### config.mk
export PLATFORM = sky130hd
export DESIGN_NAME = mm_inst_dispatch
export DESIGN_NICKNAME = d
export VERILOG_FILES = /design/src/rtl/mm_inst_dispatch.sv
export SDC_FILE = /design/constraint.sdc
export NUM_CORES = 1
export LEC_CHECK = 0
export BUFFER_PORTS_ARGS = -buffer_cell sky130_fd_sc_hd__buf_4
export CAP_MARGIN = 25
export CORE_MARGIN = 2
export CORE_UTILIZATION = 63
export CTS_BUF_LIST = sky130_fd_sc_hd__clkbuf_4
export DETAILED_ROUTE_END_ITERATION = 16
export PLACE_DENSITY = 0.87
export REMOVE_ABC_BUFFERS = 1
export SLEW_MARGIN = 20
export SYNTH_ARGS = -nofsm -noshare
export SYNTH_HDL_FRONTEND = slang
export SYNTH_SLANG_ARGS = --single-unit
### constraint.sdc
create_clock -name kernel_clk -period 16.2 [get_ports kernel_clk]
set_clock_uncertainty 0.1 [all_clocks]
set_input_delay 1.62 -clock kernel_clk [delete_from_list [all_inputs] [get_ports kernel_clk]]
set_output_delay 1.62 -clock kernel_clk [all_outputs]
set_load 0.005 [all_outputs]
### src/rtl/mm_inst_dispatch.sv
// mm_inst_dispatch: buffers MM instructions from the decoder, validates them and
// drives the matrix-multiply engine's ctrl_instruction / ap_start / ap_done handshake.
// The instruction word is held stable from load until the next legal load, because
// the engine steers its buffer ports combinationally from it.
// Optional: define MM_INST_DISPATCH_PERF_EN to add busy_cycles / stall_cycles counters.
module mm_inst_dispatch #(
  parameter int unsigned INST_W  = 128,
  parameter int unsigned DEPTH   = 8,
  parameter int unsigned TIMEOUT = 0
) (
  input  logic              kernel_clk,
  input  logic              kernel_rst,
  input  logic              inst_valid,
  output logic              inst_ready,
  input  logic [INST_W-1:0] inst_data,
  output logic [INST_W-1:0] mm_ctrl_instruction,
  output logic              mm_ap_start,
  input  logic              mm_ap_done,
  output logic              idle,
  output logic              err_illegal,
  output logic              err_timeout,
  input  logic              err_clr,
  output logic [15:0]       issued_cnt
`ifdef MM_INST_DISPATCH_PERF_EN
  ,
  output logic [31:0]       busy_cycles,
  output logic [31:0]       stall_cycles
`endif
);

  localparam int unsigned AW = $clog2(DEPTH);
  localparam int unsigned CW = AW + 1;
  // Watchdog counter only needs to reach TIMEOUT-1.
  localparam int unsigned TW = (TIMEOUT > 1) ? $clog2(TIMEOUT) : 1;

  typedef enum logic [1:0] {StIdle, StStart, StWait} state_e;

  state_e            state_q, state_d;
  logic [INST_W-1:0] mem_q [DEPTH];
  logic [AW-1:0]     wr_ptr_q, rd_ptr_q;
  logic [CW-1:0]     count_q;
  logic [INST_W-1:0] ctrl_q;
  logic [TW-1:0]     timer_q, timer_d;
  logic [15:0]       issued_q;
  logic              err_ill_q, err_tmo_q, idle_q;

  logic              push, pop, empty, load, set_ill, set_tmo, done_ok;
  logic [INST_W-1:0] head;
  logic              head_legal;

  // Ready comes from the registered count only, so a pop never opens it combinationally.
  assign inst_ready = (count_q != CW'(DEPTH));
  assign empty      = (count_q == '0);
  assign push       = inst_valid & inst_ready;
  assign head       = mem_q[rd_ptr_q];

  // One input buffer, one output buffer, and a nonzero node count.
  assign head_legal = $onehot(head[4:1]) && $onehot(head[10:9]) && (head[127:112] != '0);

  // Instruction storage; contents need no reset since pointers define validity.
  always_ff @(posedge kernel_clk) begin
    if (push) begin
      mem_q[wr_ptr_q] <= inst_data;
    end
  end

  // Next-state and control decode for the dispatch FSM.
  always_comb begin
    state_d = state_q;
    timer_d = timer_q;
    pop     = 1'b0;
    load    = 1'b0;
    set_ill = 1'b0;
    set_tmo = 1'b0;
    done_ok = 1'b0;
    unique case (state_q)
      StIdle: begin
        if (!empty) begin
          pop = 1'b1;
          if (head_legal) begin
            load    = 1'b1;
            state_d = StStart;
          end else begin
            set_ill = 1'b1;
          end
        end
      end
      StStart: begin
        timer_d = '0;
        state_d = StWait;
      end
      StWait: begin
        // Done has priority over a coincident watchdog expiry.
        if (mm_ap_done) begin
          done_ok = 1'b1;
          state_d = StIdle;
        end else if ((TIMEOUT != 0) && (timer_q == TW'(TIMEOUT - 1))) begin
          set_tmo = 1'b1;
          state_d = StIdle;
        end else begin
          timer_d = timer_q + 1'b1;
        end
      end
      default: state_d = StIdle;
    endcase
  end

  // State, FIFO bookkeeping, instruction register, counters and sticky flags.
  always_ff @(posedge kernel_clk) begin
    if (kernel_rst) begin
      state_q   <= StIdle;
      wr_ptr_q  <= '0;
      rd_ptr_q  <= '0;
      count_q   <= '0;
      ctrl_q    <= '0;
      timer_q   <= '0;
      issued_q  <= '0;
      err_ill_q <= 1'b0;
      err_tmo_q <= 1'b0;
      idle_q    <= 1'b1;
    end else begin
      state_q <= state_d;
      timer_q <= timer_d;
      if (push) wr_ptr_q <= wr_ptr_q + 1'b1;
      if (pop)  rd_ptr_q <= rd_ptr_q + 1'b1;
      if (push && !pop) begin
        count_q <= count_q + 1'b1;
      end else if (pop && !push) begin
        count_q <= count_q - 1'b1;
      end
      if (load)    ctrl_q   <= head;
      if (done_ok) issued_q <= issued_q + 16'd1;
      // A new error beats a simultaneous clear.
      if (set_ill) begin
        err_ill_q <= 1'b1;
      end else if (err_clr) begin
        err_ill_q <= 1'b0;
      end
      if (set_tmo) begin
        err_tmo_q <= 1'b1;
      end else if (err_clr) begin
        err_tmo_q <= 1'b0;
      end
      idle_q <= (state_q == StIdle) && empty;
    end
  end

  assign mm_ctrl_instruction = ctrl_q;
  assign mm_ap_start         = (state_q == StStart);
  assign idle                = idle_q;
  assign err_illegal         = err_ill_q;
  assign err_timeout         = err_tmo_q;
  assign issued_cnt          = issued_q;

`ifdef MM_INST_DISPATCH_PERF_EN
  logic [31:0] busy_q, stall_q;

  // Saturating activity counters, cleared only by reset.
  always_ff @(posedge kernel_clk) begin
    if (kernel_rst) begin
      busy_q  <= '0;
      stall_q <= '0;
    end else begin
      if ((state_q != StIdle) && (busy_q != '1))           busy_q  <= busy_q + 32'd1;
      if (inst_valid && !inst_ready && (stall_q != '1))    stall_q <= stall_q + 32'd1;
    end
  end

  assign busy_cycles  = busy_q;
  assign stall_cycles = stall_q;
`endif

endmodule
## After elaboration in Yosys (flattened, before gate mapping)

Memories as Yosys holds them, arrays and structs flattened. A register that Yosys moved wholly into a read port is not among the register bits.
Cells that the tools add are included.
W data, S select, Z words.

- Add/sub/neg operators: 9
- Eq/ne operators: 8
- Muxes and demuxes: 22
- Bitwise operators: 1
- Reduce and logical (&&, ||, !) cells: 13

Operators by type and width:

| operator | count |
|---|---|
| $add A16 B1 Y16 const B | 1 |
| $reduce_bool A16 Y1 | 1 |
| $mux W1 | 14 |
| $mux W4 | 2 |
| $add A1 B1 Y2 | 3 |
| $add A3 B1 Y3 const B | 2 |
| $mux W2 | 3 |
| $mux W3 | 2 |
| $ne A2 B2 Y1 const B | 3 |
| $pmux W2 S3 | 1 |
| $logic_and A1 B1 Y1 | 5 |
| $add A4 B1 Y4 const B | 1 |
| $eq A2 B1 Y1 const B | 2 |
| $logic_not A4 Y1 | 1 |
| $ne A4 B4 Y1 const B | 1 |
| $reduce_bool A2 Y1 | 2 |
| $sub A4 B1 Y4 const B | 1 |
| $add A2 B2 Y3 | 1 |
| $eq A3 B1 Y1 const B | 1 |
| $reduce_and A3 Y1 | 1 |
| $eq A2 B2 Y1 const B | 1 |
| $logic_not A1 Y1 | 2 |
| $logic_not A2 Y1 | 1 |
| $and A1 B1 Y1 | 1 |

- Register bits: 158
- Memory bits (writable): 1024
- Bits of input ports: 133
- Output and inout bits: 149
- Memories kept: 1

Memories:

| name | words | width | read ports | clocked after memory_dff | wr ports | RTL line | source |
|---|---|---|---|---|---|---|---|
| mem_q | 8 | 128 | 1 | 1 | 1 | 39 | `logic [INST_W-1:0] mem_q [DEPTH];` |

## Logic depth before layout (Yosys ltp)

- Depth after elaboration: 9
- Mapped depth: 15
- Gate-level depth less buffers: 12

## Worst setup path after synthesis

OpenSTA, ideal clock, no wires.

- Path kind: input port to flip-flop
- Start: in inst_valid
- End: mem mem_q[0][0], enable pin
- Arrival: 13782 ps
- Required time: 15171 ps
- Slack: 1389 ps
- Stages: 2
- Path through: nand2_1 nor4_1

- Longest elaborated chain between the ends: 3

Ends and longest elaborated chain:

| what | RTL line | source |
|---|---|---|
| from (decl) | 13 | `input logic inst_valid,` |
| $and A1 B1 Y1 | 54 | `assign push = inst_valid & inst_ready;` |
| $mux W1 | 62 | `if (push) begin` |
| $mux W1 (not written as such) | 63 | `mem_q[wr_ptr_q] <= inst_data;` |
| to (decl) | 39 |  |

No other way between the ends.

==> results by group <==
Run status
  • Status: completed

GRT
  • Aggregate global-route resource usage: 27.6%
  • Vias in the first global route: 25064
  • Pin count of the biggest net entering global routing: 129
  • Initial antenna violation count: 14
  • First-pass GRT wire length: 149000 um
  • Global route overflow: 0

Detailed routing
  • Initial DRC Count: 2449
  • WL per Instance: 26.3 um
  • Post-DR vias/cell: 6.21
  • Met3 routed wirelength: 9900 um
  • Met1 WL: 36900 um
  • Vias: 23325
  • DRT antenna net count: 0
  • Drt total wl: 99000 um
  • DRC viols: 0
  • Detailed Routing Iterations Pass 1: 6
  • Met2 wire len: 49500 um
  • Highest metal used: met5

Pwr
  • Power Total: 7.81 mW
  • Worst VDD drop: 145 uV
  • Leakage: 16.8 nW
  • Power Dens Cells: 152 nW/um^2

Floorplan
  • Initial Utilization: 63.6%
  • Total Die Area: 72800 um^2
  • I/O pins: 282
  • Row count: 97
  • Die Y: 270 um
  • Die Wd: 270 um
  • Core footprint: 70000 um^2

Setup path
  • WP data arrival: 6.58 ns
  • Crit Path Class: flip-flop to flip-flop
  • Worst EP required: 17.05 ns
  • R2R depth: 9
  • Kind of start point of the critical path: flip-flop
  • Crit path capture type: flip-flop
  • Crit path max fanout: 59

Synth
  • Post-Syn Area: 44500 um^2
  • Register area share after synthesis: 76.3%
  • Main flop type after synthesis: edfxtp_1
  • Syn Inst Count: 2104
  • Number of flops mapped to enable cells by yosys: 1024
  • Syn avg cell area: 21.2 um^2
  • Synth Warn #: 0
  • Post-synth ARST share: 0%
  • #FFs+latches synth: 1185
  • Synth cell types: 39

Clocking
  • CTS tree: yes
  • # hold bufs at CTS: 0
  • Root Buffer: clkbuf_4
  • Clock sinks: 1185
  • Clk buf depth: 4
  • Clk pin slew, worst setup/hold paths: 0.07 ns
  • Latest clock arrival within the worst-skew pair: 1.12 ns
  • Post-CTS Setup Bufs: 0
  • Resize count post-CTS: 0
  • CTS Buf Count: 298
  • Htree depth: 5

Min path
  • Hold Path Cell Cnt: 2
  • Min-delay src: err_illegal
  • Worst hold-check path type: flip-flop to flip-flop

Run
  • Max Cap Viol: 0

STA
  • Setup Viol. Count Final: 0
  • Hold Vio Cnt, Final: 0
  • RSZ-0062 raised after global routing: false
  • Fin. max-slew vios: 0
  • Final min period: 5.73 ns
  • Slew Limit Headroom: 25.0%
  • Max frequency: 0.174 GHz
  • Tcrit/Tclk final: 35.4%
  • Final worst setup slack: 10.47 ns
  • Worst Max-Slew Pin Slew: 1.13 ns

Placed design
  • GP Congestion: 0.811
  • Pre-CTS setup slack: 9.88 ns
  • Buffers on Ports: 280
  • Detailed placement HPWL: 51400 um

Final layout
  • Filler cell count: 3788
  • Share of layout cells above drive strength 1: 40.4%
  • Final nets: 2731
  • Area Overhead vs Synth: 15.6%
-- where the power goes --
group          internal [mW]  switching, mW
logic                  0.785          0.957
clock network           1.32           1.14
registers               3.51         0.0918
total                   5.62           2.19
-- worst max-delay path, stage by stage, from the launching register on --
cell and delay (ns):
dfxtp_4 0.68, buf_4 0.85, buf_4 0.67, mux4_2 0.60, mux2i_1 0.24, xor2_1 0.34, and4_4 0.72, buf_4 0.75
a21oi_1 0.21, a211oi_1 0.31
-- final timing paths --
kind	endpoint	slack, ns
setup reg to reg	mm_ctrl_instruction[59]	10.47
hold / removal	err_illegal	0.39
hold reg to reg	err_illegal	0.39
setup / recovery	mm_ctrl_instruction[59]	10.47
-- cell usage after synthesis (2+ instances only) --
cell	count	share of area [%]
inv_1	7	0.059
edfxtp_1	1024	69
ha_1	8	0.22
buf_4	8	0.13
nand2b_1	3	0.042
nand2_1	17	0.14
a21o_1	2	0.034
nand4_1	7	0.098
clkbuf_1	70	0.59
mux2i_1	129	2.9
dfxtp_1	161	7.2
a211oi_2	40	1.1
o21ai_0	6	0.067
mux4_2	256	13
nand3_1	7	0.079
a211oi_1	86	1.5
nor3_1	10	0.11
a21oi_1	101	1.1
buf_6	12	0.30
fa_1	2	0.090
and3_1	3	0.042
a21oi_2	36	0.71
nor2_1	30	0.25
xor2_1	13	0.26
nor4_1	2	0.028
buf_1	8	0.067
xnor2_1	7	0.14
or3_1	4	0.056
buf_2	34	0.38
and4_1	2	0.039
-- registers in the layout (all words and copies together), names as in the netlist, named ones only --
register and count:
mem_q 1024, mm_ctrl_instruction 128, issued_cnt 16, count_q 4, rd_ptr_q 3, wr_ptr_q 3
state_q 2, err_illegal 1, idle 1
-- stage by stage --
stage	util (%)	instances	TNS, ns	cell area, um^2	hold WS [ns]
2_1_floorplan	-	1972	-30.66	43900	0.347
3_3_place_gp	67.8	3220	0	47500	0.358
3_5_place_dp	67.9	3222	0	47500	0.374
4_1_cts	73.2	3744	0	51300	0.389
5_1_grt	73.5	3759	0	51500	0.446
6_report	73.5	3759	0	51500	0.386
-- cells by family after synthesis --
kind of cell    synth area share, %
compound gates                 4.52
flops                          76.3
xor+xnor                      0.393
other cells                 0.00842
buf+inv                        1.54
mux                            15.9
fa+ha+maj                     0.315
simple gates                   1.04
-- layer usage --
metal	vias to the layer above	global-route usage, %
li1	9914	-
met1	11818	35.9
met2	1379	44.9
met3	204	7.89
met4	10	10.7
met5	-	0
-- final cells by class --
class	count	area [um^2]	area share, %
Clock buffer	452	3390	6.59
Inverter	7	26.3	0.0510
Clock inverter	70	355	0.690
Multi-Input combinational cell	780	9920	19.3
Tap cell	940	1180	2.28
Antenna cell	9	22.5	0.0437
Sequential cell	1185	34000	66.0
Timing Repair Buffer	316	2600	5.05
-- cells in the final DEF, fill, tap and decap left out, types with 7 or more instances in the layout --
| master | n |
|---|---|
| edfxtp_1 | 1024 |
| clkbuf_4 | 452 |
| buf_4 | 300 |
| mux4_2 | 256 |
| dfxtp_1 | 158 |
| mux2i_1 | 129 |
| a21oi_1 | 101 |
| a211oi_1 | 86 |
| clkinv_1 | 51 |
| a211oi_2 | 40 |
| a21oi_2 | 36 |
| nor2_1 | 27 |
| nand2_1 | 17 |
| xor2_1 | 13 |
| diode_2 | 9 |
| ha_1 | 8 |
| clkinv_2 | 8 |
| buf_12 | 8 |
| inv_1 | 7 |
| nand4_1 | 7 |
| nand3_1 | 7 |
| xnor2_1 | 7 |
| inv_2 | 7 |
Power figures use the tool's default switching activity.
